[src/rtl/demux2_resp_router_if.sv]
// Bundle of request, response and routed-output signals for demux2_resp_router.
// The router is the slave; whatever issues requests and watches the outputs is the master.
interface demux2_resp_router_if #(
  parameter int WIDTH = 32,
  parameter int DEPTH = 2
);
  logic                         req_valid;
  logic                         req_sel;
  logic                         req_ready;
  logic                         rsp_valid;
  logic [WIDTH-1:0]             rsp_data;
  logic [WIDTH-1:0]             y0;
  logic                         y0_valid;
  logic [WIDTH-1:0]             y1;
  logic                         y1_valid;
  logic [$clog2(DEPTH+1)-1:0]   pending;
  logic                         err;

  modport master (
    output req_valid, req_sel, rsp_valid, rsp_data,
    input  req_ready, y0, y0_valid, y1, y1_valid, pending, err
  );

  modport slave (
    input  req_valid, req_sel, rsp_valid, rsp_data,
    output req_ready, y0, y0_valid, y1, y1_valid, pending, err
  );
endinterface

[src/rtl/demux2_resp_router.sv]
// Return-path router: remembers which requester issued each read, in order, and steers
// each returning word to the registered y0 (data access) or y1 (instruction) output.
module demux2_resp_router #(
  parameter int WIDTH = 32,
  parameter int DEPTH = 2
) (
  input  logic                 clk,
  input  logic                 reset,
  demux2_resp_router_if.slave  bus
);
  localparam int PtrW = (DEPTH > 1) ? $clog2(DEPTH) : 1;
  localparam int CntW = $clog2(DEPTH + 1);

  logic [DEPTH-1:0] tag_q,     tag_d;
  logic [PtrW-1:0]  wrPtr_q,   wrPtr_d;
  logic [PtrW-1:0]  rdPtr_q,   rdPtr_d;
  logic [CntW-1:0]  count_q,   count_d;
  logic [WIDTH-1:0] y0_q,      y0_d;
  logic [WIDTH-1:0] y1_q,      y1_d;
  logic             y0Valid_q, y0Valid_d;
  logic             y1Valid_q, y1Valid_d;
  logic             err_q,     err_d;

  logic full;
  logic empty;
  logic push;
  logic pop;
  logic headTag;

  // Full/empty use only the registered count, so a same-cycle pop never frees a slot
  // for a push and a same-cycle push never feeds a response (that response is an orphan).
  always_comb begin
    full      = (count_q == CntW'(DEPTH));
    empty     = (count_q == '0);
    push      = bus.req_valid && !full;
    pop       = bus.rsp_valid && !empty;
    headTag   = tag_q[rdPtr_q];

    tag_d     = tag_q;
    wrPtr_d   = wrPtr_q;
    rdPtr_d   = rdPtr_q;
    count_d   = count_q;
    y0_d      = y0_q;
    y1_d      = y1_q;
    y0Valid_d = 1'b0;
    y1Valid_d = 1'b0;
    err_d     = err_q;

    if (push) begin
      tag_d[wrPtr_q] = bus.req_sel;
      wrPtr_d        = wrPtr_q + PtrW'(1);
    end

    if (pop) begin
      rdPtr_d = rdPtr_q + PtrW'(1);
      if (headTag) begin
        y1_d      = bus.rsp_data;
        y1Valid_d = 1'b1;
      end else begin
        y0_d      = bus.rsp_data;
        y0Valid_d = 1'b1;
      end
    end else if (bus.rsp_valid) begin
      err_d = 1'b1;
    end

    case ({push, pop})
      2'b10:   count_d = count_q + CntW'(1);
      2'b01:   count_d = count_q - CntW'(1);
      default: count_d = count_q;
    endcase
  end

  always_ff @(posedge clk or posedge reset) begin
    if (reset) begin
      tag_q     <= '0;
      wrPtr_q   <= '0;
      rdPtr_q   <= '0;
      count_q   <= '0;
      y0_q      <= '0;
      y1_q      <= '0;
      y0Valid_q <= 1'b0;
      y1Valid_q <= 1'b0;
      err_q     <= 1'b0;
    end else begin
      tag_q     <= tag_d;
      wrPtr_q   <= wrPtr_d;
      rdPtr_q   <= rdPtr_d;
      count_q   <= count_d;
      y0_q      <= y0_d;
      y1_q      <= y1_d;
      y0Valid_q <= y0Valid_d;
      y1Valid_q <= y1Valid_d;
      err_q     <= err_d;
    end
  end

  assign bus.req_ready = !full;
  assign bus.y0        = y0_q;
  assign bus.y1        = y1_q;
  assign bus.y0_valid  = y0Valid_q;
  assign bus.y1_valid  = y1Valid_q;
  assign bus.pending   = count_q;
  assign bus.err       = err_q;
endmodule

[src/flat_wrapper.sv]
// flat-port wrapper written by rule: the top's interface ports become plain ports
module demux2_resp_router_flat 
#(
  parameter int WIDTH = 32,
  parameter int DEPTH = 2
)
  (clk, reset, bus_req_valid, bus_req_sel, bus_rsp_valid, bus_rsp_data, bus_req_ready, bus_y0, bus_y0_valid, bus_y1, bus_y1_valid, bus_pending, bus_err);
  demux2_resp_router_if #(.WIDTH(WIDTH), .DEPTH(DEPTH)) bus_i ();
  input  logic clk;
  input  logic reset;
  input wire logic [$bits(bus_i.req_valid)-1:0] bus_req_valid;
  input wire logic [$bits(bus_i.req_sel)-1:0] bus_req_sel;
  input wire logic [$bits(bus_i.rsp_valid)-1:0] bus_rsp_valid;
  input wire logic [$bits(bus_i.rsp_data)-1:0] bus_rsp_data;
  output wire logic [$bits(bus_i.req_ready)-1:0] bus_req_ready;
  output wire logic [$bits(bus_i.y0)-1:0] bus_y0;
  output wire logic [$bits(bus_i.y0_valid)-1:0] bus_y0_valid;
  output wire logic [$bits(bus_i.y1)-1:0] bus_y1;
  output wire logic [$bits(bus_i.y1_valid)-1:0] bus_y1_valid;
  output wire logic [$bits(bus_i.pending)-1:0] bus_pending;
  output wire logic [$bits(bus_i.err)-1:0] bus_err;
  assign bus_i.req_valid = bus_req_valid;
  assign bus_i.req_sel = bus_req_sel;
  assign bus_i.rsp_valid = bus_rsp_valid;
  assign bus_i.rsp_data = bus_rsp_data;
  assign bus_req_ready = bus_i.req_ready;
  assign bus_y0 = bus_i.y0;
  assign bus_y0_valid = bus_i.y0_valid;
  assign bus_y1 = bus_i.y1;
  assign bus_y1_valid = bus_i.y1_valid;
  assign bus_pending = bus_i.pending;
  assign bus_err = bus_i.err;
  demux2_resp_router #(.WIDTH(WIDTH), .DEPTH(DEPTH)) u_core (.clk(clk), .reset(reset), .bus(bus_i));
endmodule
[config.mk]
export PLATFORM = sky130hd
export DESIGN_NAME = demux2_resp_router_flat
export DESIGN_NICKNAME = d
export VERILOG_FILES = /design/src/rtl/demux2_resp_router_if.sv /design/src/rtl/demux2_resp_router.sv /design/src/flat_wrapper.sv
export SDC_FILE = /design/constraint.sdc
export NUM_CORES = 1
export LEC_CHECK = 0
export ABC_AREA = 0
export CAP_MARGIN = 5
export CORE_AREA = 5 5 99 73
export CTS_CLUSTER_SIZE = 20
export DETAILED_ROUTE_END_ITERATION = 8
export DIE_AREA = 0 0 104 78
export PLACE_DENSITY_LB_ADDON = 0.08
export SLEW_MARGIN = 20
export SYNTH_ARGS = -nofsm -noshare
export SYNTH_HDL_FRONTEND = slang
export SYNTH_SLANG_ARGS = --single-unit
[constraint.sdc]
create_clock -name clk -period 5.5 [get_ports clk]
set_input_delay 0.55 -clock clk [delete_from_list [all_inputs] [get_ports clk]]
set_output_delay 0.55 -clock clk [all_outputs]
set_load 0.02 [all_outputs]
==> results of run 1 <==
-- worst max path at each step --
stage / to / slack (ns) / cells after the start
3_3_place_gp: u_core.bus.y1[21] / 3.04 / 4
5_1_grt: bus_req_ready / 3.20 / 2
2_1_floorplan: u_core.bus.err / 3.10 / 1
6_report: bus_req_ready / 3.28 / 2
4_1_cts: bus_req_ready / 3.25 / 2
3_5_place_dp: u_core.bus.y1[14] / 3.00 / 4
-- synth_stat cells --
| cell type | number | share of area, % |
|---|---|---|
| dfrtp_1 | 73 | 65 |
| mux2_2 | 57 | 23 |
| mux2_4 | 7 | 3.7 |
| buf_6 | 6 | 2.4 |
| xnor2_1 | 4 | 1.2 |
| inv_1 | 2 | 0.27 |
| mux2_1 | 2 | 0.80 |
| nor2_1 | 2 | 0.27 |
| a21o_1 | 1 | 0.27 |
| ha_1 | 1 | 0.44 |
| inv_2 | 1 | 0.13 |
| mux2i_4 | 1 | 0.80 |
| nand2_1 | 1 | 0.13 |
| nand2_2 | 1 | 0.22 |
| nand2b_1 | 1 | 0.22 |
| nand3_1 | 1 | 0.18 |
| nand3b_1 | 1 | 0.27 |
| nor2_4 | 1 | 0.40 |
| o21ai_2 | 1 | 0.31 |
| xor2_1 | 1 | 0.31 |
-- flip-flops by register name (all words and copies together), names as in the netlist --
| name | cells |
|---|---|
| u_core.bus.y0_valid | 1 |
| u_core.bus.pending | 2 |
| u_core.wrPtr_q | 1 |
| u_core.tag_q | 2 |
| u_core.rdPtr_q | 1 |
| u_core.bus.y1 | 32 |
| u_core.bus.y1_valid | 1 |
| u_core.bus.y0 | 32 |
| u_core.bus.err | 1 |
-- worst max-delay path: cells and delay by family (launching register included) --
kind	cells	cell delay (ns)
buffers and inverters	1	0.62
DFF	1	0.49
and+or+nand+nor	1	0.22
-- layout by cell type, fill, tap and decap left out, drive strengths merged --
cell type	n
clkdlybuf4s50	106
dfrtp	73
mux2	66
clkbuf	9
xnor2	4
clkinv	4
inv	3
nor2	3
bufinv	2
nand2	2
o21ai	1
mux2i	1
nand2b	1
nand3b	1
nand3	1
xor2	1
a21o	1
ha	1
buf	1
-- cells by family (layout without fill, tap and decap cells) --
group | after synthesis | count (layout) | synth area share [%]
flip-flops | 73 | 73 | 64.8
AND/OR/NAND/NOR | 8 | 8 | 1.69
adder cells (fa/ha/maj) | 1 | 1 | 0.444
XOR/XNOR | 5 | 5 | 1.55
buffers and inverters | 9 | 125 | 2.80
multiplexers | 67 | 67 | 28.1
AO/OA/AOI/OAI | 2 | 2 | 0.577
-- area by class of cell --
cell class | count | share of cell area (%)
sequential | 73 | 44.3
timing repair buffer | 107 | 25.9
multi-input combinational | 83 | 22.1
clock buffer | 9 | 3.00
tap | 78 | 2.37
clock inverter | 6 | 2.03
inverter | 3 | 0.273
-- routing by layer --
| layer | global-route usage, % | up-vias | wire length, um |
|---|---|---|---|
| met2 | 25.2 | 66 | 2880 |
| met3 | 8.13 | 5 | 500 |
| li1 | - | 796 | - |
| met5 | 0 | - | 0 |
| met1 | 19.6 | 852 | 2670 |
| met4 | 3.88 | 0 | 52 |
-- power by group through the flow --
stage | Sequential (uW) | Combinational (uW) | Clock, uW
6_report | 969 | 1450 | 443
3_5_place_dp | 978 | 1480 | 0
3_3_place_gp | 967 | 1460 | 0
2_1_floorplan | 1280 | 530 | 0
5_1_grt | 1010 | 1540 | 487
4_1_cts | 972 | 1480 | 459
-- per-stage QoR --
stage	total power, uW	hold slack [ns]	setup slack [ns]
2_1_floorplan	1810	0.458	3.10
3_3_place_gp	2420	0.442	3.04
3_5_place_dp	2460	0.450	3.00
4_1_cts	2910	0.462	3.25
5_1_grt	3040	0.500	3.20
6_report	2870	0.456	3.28
==> flow_summary.json, run 1 <==
{
  "crit_path_start": "u_core.bus.pending[0]",
  "drt_iter0_drc": 39,
  "cts_made_buffers": 9,
  "nFillCells": 464,
  "io_buffer_count": 106,
  "finish.instance_area_um2": 4120,
  "p_int_uw": 1860,
  "fin_crit_sh_pct": 40.3,
  "dp.cells": 344,
  "vias": 1719,
  "die_x_um": 104,
  "die_h_um": 78,
  "rr_worst_depth": 4,
  "slowest_delay_ns": 0.62,
  "syn_area_um2": 2820,
  "reg2reg_from": "u_core.bus.pending[0]",
  "rsz0062_at_grt": "no",
  "critPathArrivalTime_ns": 1.67,
  "crit_chain": "nand2b_1 > clkdlybuf4s50_1",
  "hold-path-endpoint": "u_core.bus.err",
  "core_um2": 6130,
  "fin_skew_ns": 0.0117,
  "clkLatencyLatePin_ns": 0.34,
  "hold_buffers": 0,
  "finalCriticalPeriod_ns": 2.22,
  "cts_num_sinks": 73,
  "clockBufferDepth": 2,
  "wl_per_cell_um": 17.0,
  "hp-start": "u_core.bus.err",
  "p_clk_share_pct": 15.5,
  "postSynthAreaPerCell_um2": 17.1,
  "root_buffer": "clkbuf_8",
  "critPathRequiredTime_ns": 4.95,
  "whs_path_depth": 1,
  "htreeDepth": 3,
  "grt_use_total_pct": 15.9,
  "final_util_pct": 67.3,
  "reg2reg_slack_ns": 3.46,
  "drv_slew": 0,
  "hold_viol_final": 0,
  "critPathMaxFanout": 6,
  "peakVddDrop_mv": 0.342,
  "maxCapViolCount": 0,
  "start_util_pct": 46.0,
  "synthToLayoutAreaGrowth_pct": 46.4,
  "grt_antenna_before_repair": 0,
  "dr.pass1.iters": 4,
  "path_clk_slew_ns": 0.07,
  "synthCells": 165,
  "switching_share_pct": 35.0,
  "seqPwrFrac_pct": 33.8,
  "hpwl_um": 4230,
  "gp_congestion": 0.693,
  "grt_pass1_wl_um": 10200,
  "cts_tree": "built",
  "worstSetupEndpointType": "primary output",
  "critPathKind": "register to primary output",
  "multi_input_area_um2": 912,
  "ys_seq_area_share_pct": 64.8,
  "min_path_type": "register to register",
  "seq_area_um2": 1830,
  "worst_pin_slew_ns": 0.959,
  "cts.repair.resized": 0,
  "drc": 0,
  "syn_nets": 203,
  "instances_no_fill": 359,
  "grt_overflow": 0,
  "yosysWarnings": 0,
  "fp.dieArea_um2": 8110,
  "pwr-share-comb_pct": 50.7,
  "pin_count": 107,
  "drive_above_1_share_pct": 30.6,
  "post-cts-setup-buffers": 0,
  "fin_nets": 315,
  "antenna_cells": 0,
  "grt_max_degree": 74,
  "slew_headroom_pct": 35.9,
  "yosysUniqueCellTypes": 20,
  "r2r_end": "u_core.bus.y0[26]",
  "cpMaxStageDelayCell": "clkdlybuf4s50_1",
  "fp-row-count": 24,
  "first_global_vias": 1894,
  "net-switching-power_uw": 1000,
  "finalSetupViolCount": 0,
  "drt-total-wl_um": 6100,
  "status": "finished, final reports clean",
  "drt-vias-per-instance": 4.79,
  "p_leak_uw": 0.00175,
  "place_area_um2": 3920,
  "ys_ff_latch": 73,
  "cellPowerDensity_nw_per_um2": 695,
  "fmax_mhz": 451,
  "antenna_left": 0,
  "tns_ns": 0,
  "critPathLaunchType": "register"
}
No activity file was read; power rests on OpenSTA's default activity.
==> run 2: changes to the inputs <==
--- a/config.mk
+++ b/config.mk
@@ -7,10 +7,10 @@
 export LEC_CHECK = 0
 export ABC_AREA = 0
 export CAP_MARGIN = 5
-export CORE_AREA = 5 5 99 73
+export CORE_AREA = 5 5 108 80
 export CTS_CLUSTER_SIZE = 20
 export DETAILED_ROUTE_END_ITERATION = 8
-export DIE_AREA = 0 0 104 78
+export DIE_AREA = 0 0 113 85
 export PLACE_DENSITY_LB_ADDON = 0.08
 export SLEW_MARGIN = 20
 export SYNTH_ARGS = -nofsm -noshare
==> constraint.sdc (replaced) <==
create_clock -name clk -period 1.79 [get_ports clk]
set_input_delay 0.179 -clock clk [delete_from_list [all_inputs] [get_ports clk]]
set_output_delay 0.179 -clock clk [all_outputs]
set_load 0.02 [all_outputs]
==> run 2 against run 1 <==
Effect of this change:
- critical path depth shrank 1
- global-route usage fell by 2.2 points
- cell count increased by 7.8%
- sequential share of layout area decreased by 1.2 points
- power grew to 3.1 times the previous value
- critical endpoint is now bus_pending[0]
- largest cell class unchanged
==> flow_summary.json, run 2 (synthesis gave the netlist of run 1 again) <==
{
  "drc": 0,
  "worstSetupEndpointType": "primary output",
  "finalSetupViolCount": 0,
  "peakVddDrop_mv": 0.826,
  "instances_no_fill": 387,
  "worst_pin_slew_ns": 0.360,
  "crit_path_start": "u_core.bus.pending[0]",
  "drt-total-wl_um": 6320,
  "vias": 1761,
  "fp.dieArea_um2": 9610,
  "fin_total_pwr_uw": 8930,
  "slew_headroom_pct": 76.0,
  "fin_ws_ns": 0.158,
  "core_um2": 7530,
  "tns_ns": 0,
  "drt-vias-per-instance": 4.55,
  "dp.cells": 371,
  "post-cts-setup-buffers": 0,
  "fin_nets": 319,
  "p_leak_uw": 0.00178,
  "root_buffer": "clkbuf_8",
  "htreeDepth": 3,
  "final_cell_mix": "105 x clkdlybuf4s50_1, 73 x dfrtp_1, 57 x mux2_2, 12 x clkbuf_8, 7 x mux2_4",
  "fmax_mhz": 613,
  "grt_use_total_pct": 13.7,
  "crit_chain": "clkdlybuf4s50_1",
  "cellPowerDensity_nw_per_um2": 2110,
  "slowest_delay_ns": 0.65,
  "critPathMaxFanout": 6,
  "maxCapViolCount": 0,
  "critPathRequiredTime_ns": 1.61,
  "die_x_um": 113,
  "cpMaxStageDelayCell": "clkdlybuf4s50_1",
  "clkLatencyLatePin_ns": 0.34,
  "hold_buffers": 0,
  "critical-path-top-delay-family": "buffers and inverters",
  "min_path_type": "primary input to asynchronous set/reset pin",
  "drive_above_1_share_pct": 31.8,
  "critPathKind": "register to primary output",
  "synthToLayoutAreaGrowth_pct": 50.6,
  "first_global_vias": 1919,
  "grt_antenna_before_repair": 0,
  "critPathLaunchType": "register",
  "pin_count": 107,
  "status": "finished, final reports clean",
  "grt_overflow": 0,
  "dr.pass1.iters": 3,
  "grt_pass1_wl_um": 10200,
  "cts_num_sinks": 73,
  "fin_skew_ns": 0.00791,
  "final_util_pct": 56.3,
  "die_h_um": 85,
  "mostFrequentLayoutCell": "clkdlybuf4s50_1",
  "finalCriticalPeriod_ns": 1.63,
  "start_util_pct": 37.4,
  "cts_tree": "built",
  "fp-row-count": 27,
  "antenna_left": 0,
  "clockBufferDepth": 2,
  "hold_viol_final": 0,
  "path_clk_slew_ns": 0.08,
  "path_buf_inv": 1,
  "wl_per_cell_um": 16.3,
  "rsz0062_at_grt": "no",
  "io_buffer_count": 106,
  "antenna_cells": 0,
  "pre_cts_ws_ns": 0.142,
  "critPathArrivalTime_ns": 1.45,
  "cts.repair.resized": 1,
  "grt_max_degree": 67,
  "cts_made_buffers": 9,
  "gp_congestion": 0.664,
  "nFillCells": 643,
  "reg2reg_from": "u_core.bus.pending[0]",
  "drt_iter0_drc": 63,
  "fin_crit_sh_pct": 91.2,
  "drv_slew": 0,
  "hpwl_um": 4430
}
[run 2: per-layer routing]
| layer | vias to the layer above | wire length [um] | global-route usage (%) |
|---|---|---|---|
| met5 | - | 0 | 0 |
| met4 | 0 | 99 | 5.90 |
| met3 | 10 | 558 | 6.06 |
| met2 | 57 | 2910 | 21.5 |
| met1 | 889 | 2760 | 16.6 |
| li1 | 805 | - | - |
[run 2: worst paths after layout]
check,to,depth (start not counted),slack (ns)
setup reg to reg,u_core.bus.y0[6],5,0.19
hold / removal,u_core.bus.pending[0],2,0.11
setup / recovery,bus_pending[0],1,0.16
max in group asynchronous,u_core.bus.y0[19],3,1.07
hold reg to reg,u_core.bus.err,1,0.48
min in group clk,u_core.bus.y1[25],2,0.47
[run 2: final cells by class]
cell class | count | area [um^2] | area share (%)
Clock buffer | 12 | 165 | 3.89
Sequential cell | 73 | 1830 | 43.1
Inverter | 3 | 15.0 | 0.354
Clock inverter | 4 | 50.0 | 1.18
Multi-Input combinational cell | 83 | 912 | 21.5
Timing Repair Buffer | 111 | 1150 | 27.0
Tap cell | 101 | 126 | 2.98
[run 2: per-stage QoR]
step / hold slack (ns) / cell area (um^2)
final: 0.110 / 4240
after global routing: 0.127 / 4240
after CTS: 0.100 / 4240
after detailed placement: 0.460 / 4030
after global placement: 0.459 / 4030
after floorplan: 0.296 / 2820
[run 2: power by group]
part           internal, uW  switching [uW]
sequential             2500             458
clock                   756             607
combinational          2550            2060
total                  5810            3130
==> run 3: changes to the inputs <==
--- a/config.mk
+++ b/config.mk
@@ -5,12 +5,13 @@
 export SDC_FILE = /design/constraint.sdc
 export NUM_CORES = 1
 export LEC_CHECK = 0
-export ABC_AREA = 0
+export ABC_AREA = 1
 export CAP_MARGIN = 5
-export CORE_AREA = 5 5 108 80
+export CORE_AREA = 5 5 110 81
+export CTS_CLUSTER_DIAMETER = 200
 export CTS_CLUSTER_SIZE = 20
 export DETAILED_ROUTE_END_ITERATION = 8
-export DIE_AREA = 0 0 113 85
+export DIE_AREA = 0 0 115 86
 export PLACE_DENSITY_LB_ADDON = 0.08
 export SLEW_MARGIN = 20
 export SYNTH_ARGS = -nofsm -noshare
==> run 3 against run 2 <==
Effect of this change:
- maximum frequency up 1.7%
- wire length grew 27%
- clock skew down 0.0022 ns
- worst hold slack better by 0.062 ns
- cell count is 40% higher
- critical endpoint is now bus_pending[1]
==> flow_summary.json, run 3 <==
{
  "status": "finished, final reports clean",
  "ys_ff_latch": 73,
  "fin_skew_ns": 0.00567,
  "rsz0062_at_grt": "no",
  "drv_slew": 0,
  "worst_hold_slack_ns": 0.173,
  "critPathMaxFanout": 5,
  "first_global_vias": 2641,
  "critPathLaunchType": "register",
  "vias": 2582,
  "drive_above_1_share_pct": 6.83,
  "nFillCells": 740,
  "post-cts-setup-buffers": 0,
  "clkLatencyLatePin_ns": 0.34,
  "ys_top_cells_by_area": "dfrtp_1 61%, nand2_1 18%, nand3_1 11%, buf_2 2.3%, buf_6 1.9%",
  "critPathRequiredTime_ns": 1.61,
  "tns_ns": 0,
  "core_um2": 7700,
  "start_util_pct": 38.8,
  "wl_per_cell_um": 14.8,
  "min_path_type": "primary input to asynchronous set/reset pin",
  "antenna_left": 0,
  "cellPowerDensity_nw_per_um2": 2030,
  "synthCells": 328,
  "syn_nets": 366,
  "critical-path-top-delay-family": "buffers and inverters",
  "fp-row-count": 27,
  "critPathArrivalTime_ns": 1.43,
  "yosysUniqueCellTypes": 15,
  "hold_viol_final": 0,
  "grt_pass1_wl_um": 13200,
  "drt_iter0_drc": 110,
  "synth_top_area_cell": "dfrtp_1",
  "yosysWarnings": 0,
  "mostFrequentLayoutCell": "nand2_1",
  "drc": 0,
  "hpwl_um": 5520,
  "cts_tree": "built",
  "worst_pin_slew_ns": 0.400,
  "io_buffer_count": 106,
  "path_clk_slew_ns": 0.08,
  "die_h_um": 86,
  "drt-total-wl_um": 8010,
  "ys_seq_area_share_pct": 61.1,
  "fin_total_pwr_uw": 8900,
  "grt_use_total_pct": 16.9,
  "dr.pass1.iters": 4,
  "finalCriticalPeriod_ns": 1.60,
  "synth_most_common_cell": "nand2_1",
  "p_leak_uw": 0.00219,
  "drt-vias-per-instance": 4.78,
  "gp_congestion": 0.740,
  "async_flop_share_pct": 100,
  "fin_nets": 472,
  "antenna_cells": 0,
  "synthFlopType": "dfrtp_1",
  "cts_made_buffers": 9,
  "fmax_mhz": 623,
  "netlist_top_cells_count": "144 x nand2_1, 73 x dfrtp_1, 67 x nand3_1",
  "pin_count": 107,
  "die_x_um": 115,
  "path_buf_inv": 1,
  "reg2reg_slack_ns": 0.31,
  "cts_num_sinks": 73,
  "final_cell_mix": "144 x nand2_1, 105 x clkdlybuf4s50_1, 73 x dfrtp_1, 67 x nand3_1, 11 x inv_1",
  "grt_antenna_before_repair": 0,
  "crit_chain": "clkdlybuf4s50_1",
  "postSynthAreaPerCell_um2": 9.12,
  "pre_cts_ws_ns": 0.181,
  "grt_overflow": 0,
  "root_buffer": "clkbuf_8",
  "fp.dieArea_um2": 9890,
  "synth_edf_count": 0,
  "slew_headroom_pct": 73.3,
  "yosysTopAreaCellShare_pct": 61.1,
  "clockBufferDepth": 2,
  "cpMaxStageDelayCell": "clkdlybuf4s50_1",
  "syn_area_um2": 2990,
  "peakVddDrop_mv": 0.882,
  "maxCapViolCount": 0,
  "fin_ws_ns": 0.186,
  "fin_crit_sh_pct": 89.6,
  "synthToLayoutAreaGrowth_pct": 46.5,
  "grt_max_degree": 39,
  "finalSetupViolCount": 0,
  "slowest_delay_ns": 0.64,
  "worstSetupEndpointType": "primary output",
  "critPathKind": "register to primary output",
  "htreeDepth": 3
}
==> run 3: changes by cell type in the layout (fill, tap and decap cells not counted), moves of 3 or more <==
| cell | before | now |
|---|---|---|
| buf_4 | 1 | 6 |
| inv_1 | 1 | 11 |
| mux2_2 | 57 | 0 |
| mux2_4 | 7 | 0 |
| nand2_1 | 1 | 144 |
| nand3_1 | 1 | 67 |
| nand4_1 | 0 | 3 |
| xnor2_1 | 4 | 1 |
==> run 3: cells by family (layout without fill, tap and decap cells) <==
logic type,count (synthesis),count (layout),synth area share [%]
buffers and inverters,31,142,5.73
DFF,73,73,61.1
adders and majority gates,1,1,0.418
and+or+nand+nor,220,220,32.0
xor gates and xnor gates,2,2,0.586
AOI/OAI and AO/OA,1,1,0.251
==> run 3: through the flow <==
stage               instance area, um^2  std cells  utilization (%)
floorplan                          3000        328                -
global placement                   4140        524             53.8
detailed placement                 4140        524             53.8
CTS                                4380        540             56.9
global route                       4380        540             56.9
finish                             4380        540             56.9
==> run 3: layout make-up <==
class,instances,area [um^2],area share (%)
sequential,73,1830,41.7
timing repair buffer,114,1140,26.1
multi-input combinational,224,993,22.7
clock buffer,11,141,3.22
tap,101,126,2.88
clock inverter,5,103,2.34
inverter,12,48.8,1.11
==> run 3: report_power, final <==
group | switching, uW | internal (uW)
Clock | 603 | 962
Combinational | 2570 | 1850
Sequential | 493 | 2420
Total | 3660 | 5230
==> run 3: timing repair <==
action | 4_1_cts | 5_1_grt
resized for setup | 1 | 0
hold buffers | 0 | 0
setup endpoints to repair | 1 | 0
==> run 3: per-layer routing <==
metal | share of wire (%) | GRT usage (%) | vias up | wire length (um)
met5 | 0 | 0 | - | 0
met4 | 1.0 | 4.16 | 0 | 82
met3 | 7.6 | 5.50 | 10 | 607
met2 | 44 | 26.8 | 86 | 3550
met1 | 47 | 22.6 | 1231 | 3770
li1 | - | - | 1255 | -
==> run 3: final timing paths <==
check,from,endpoint,depth (start not counted)
min in group clk,bus_rsp_data[18],u_core.bus.y0[18],3
setup / recovery,u_core.bus.pending[1],bus_pending[1],1
max in group asynchronous,reset,u_core.bus.y0[25],3
setup reg to reg,u_core.bus.pending[0],u_core.bus.pending[1],8
hold reg to reg,u_core.bus.err,u_core.bus.err,1
hold / removal,reset,u_core.bus.y0[3],2
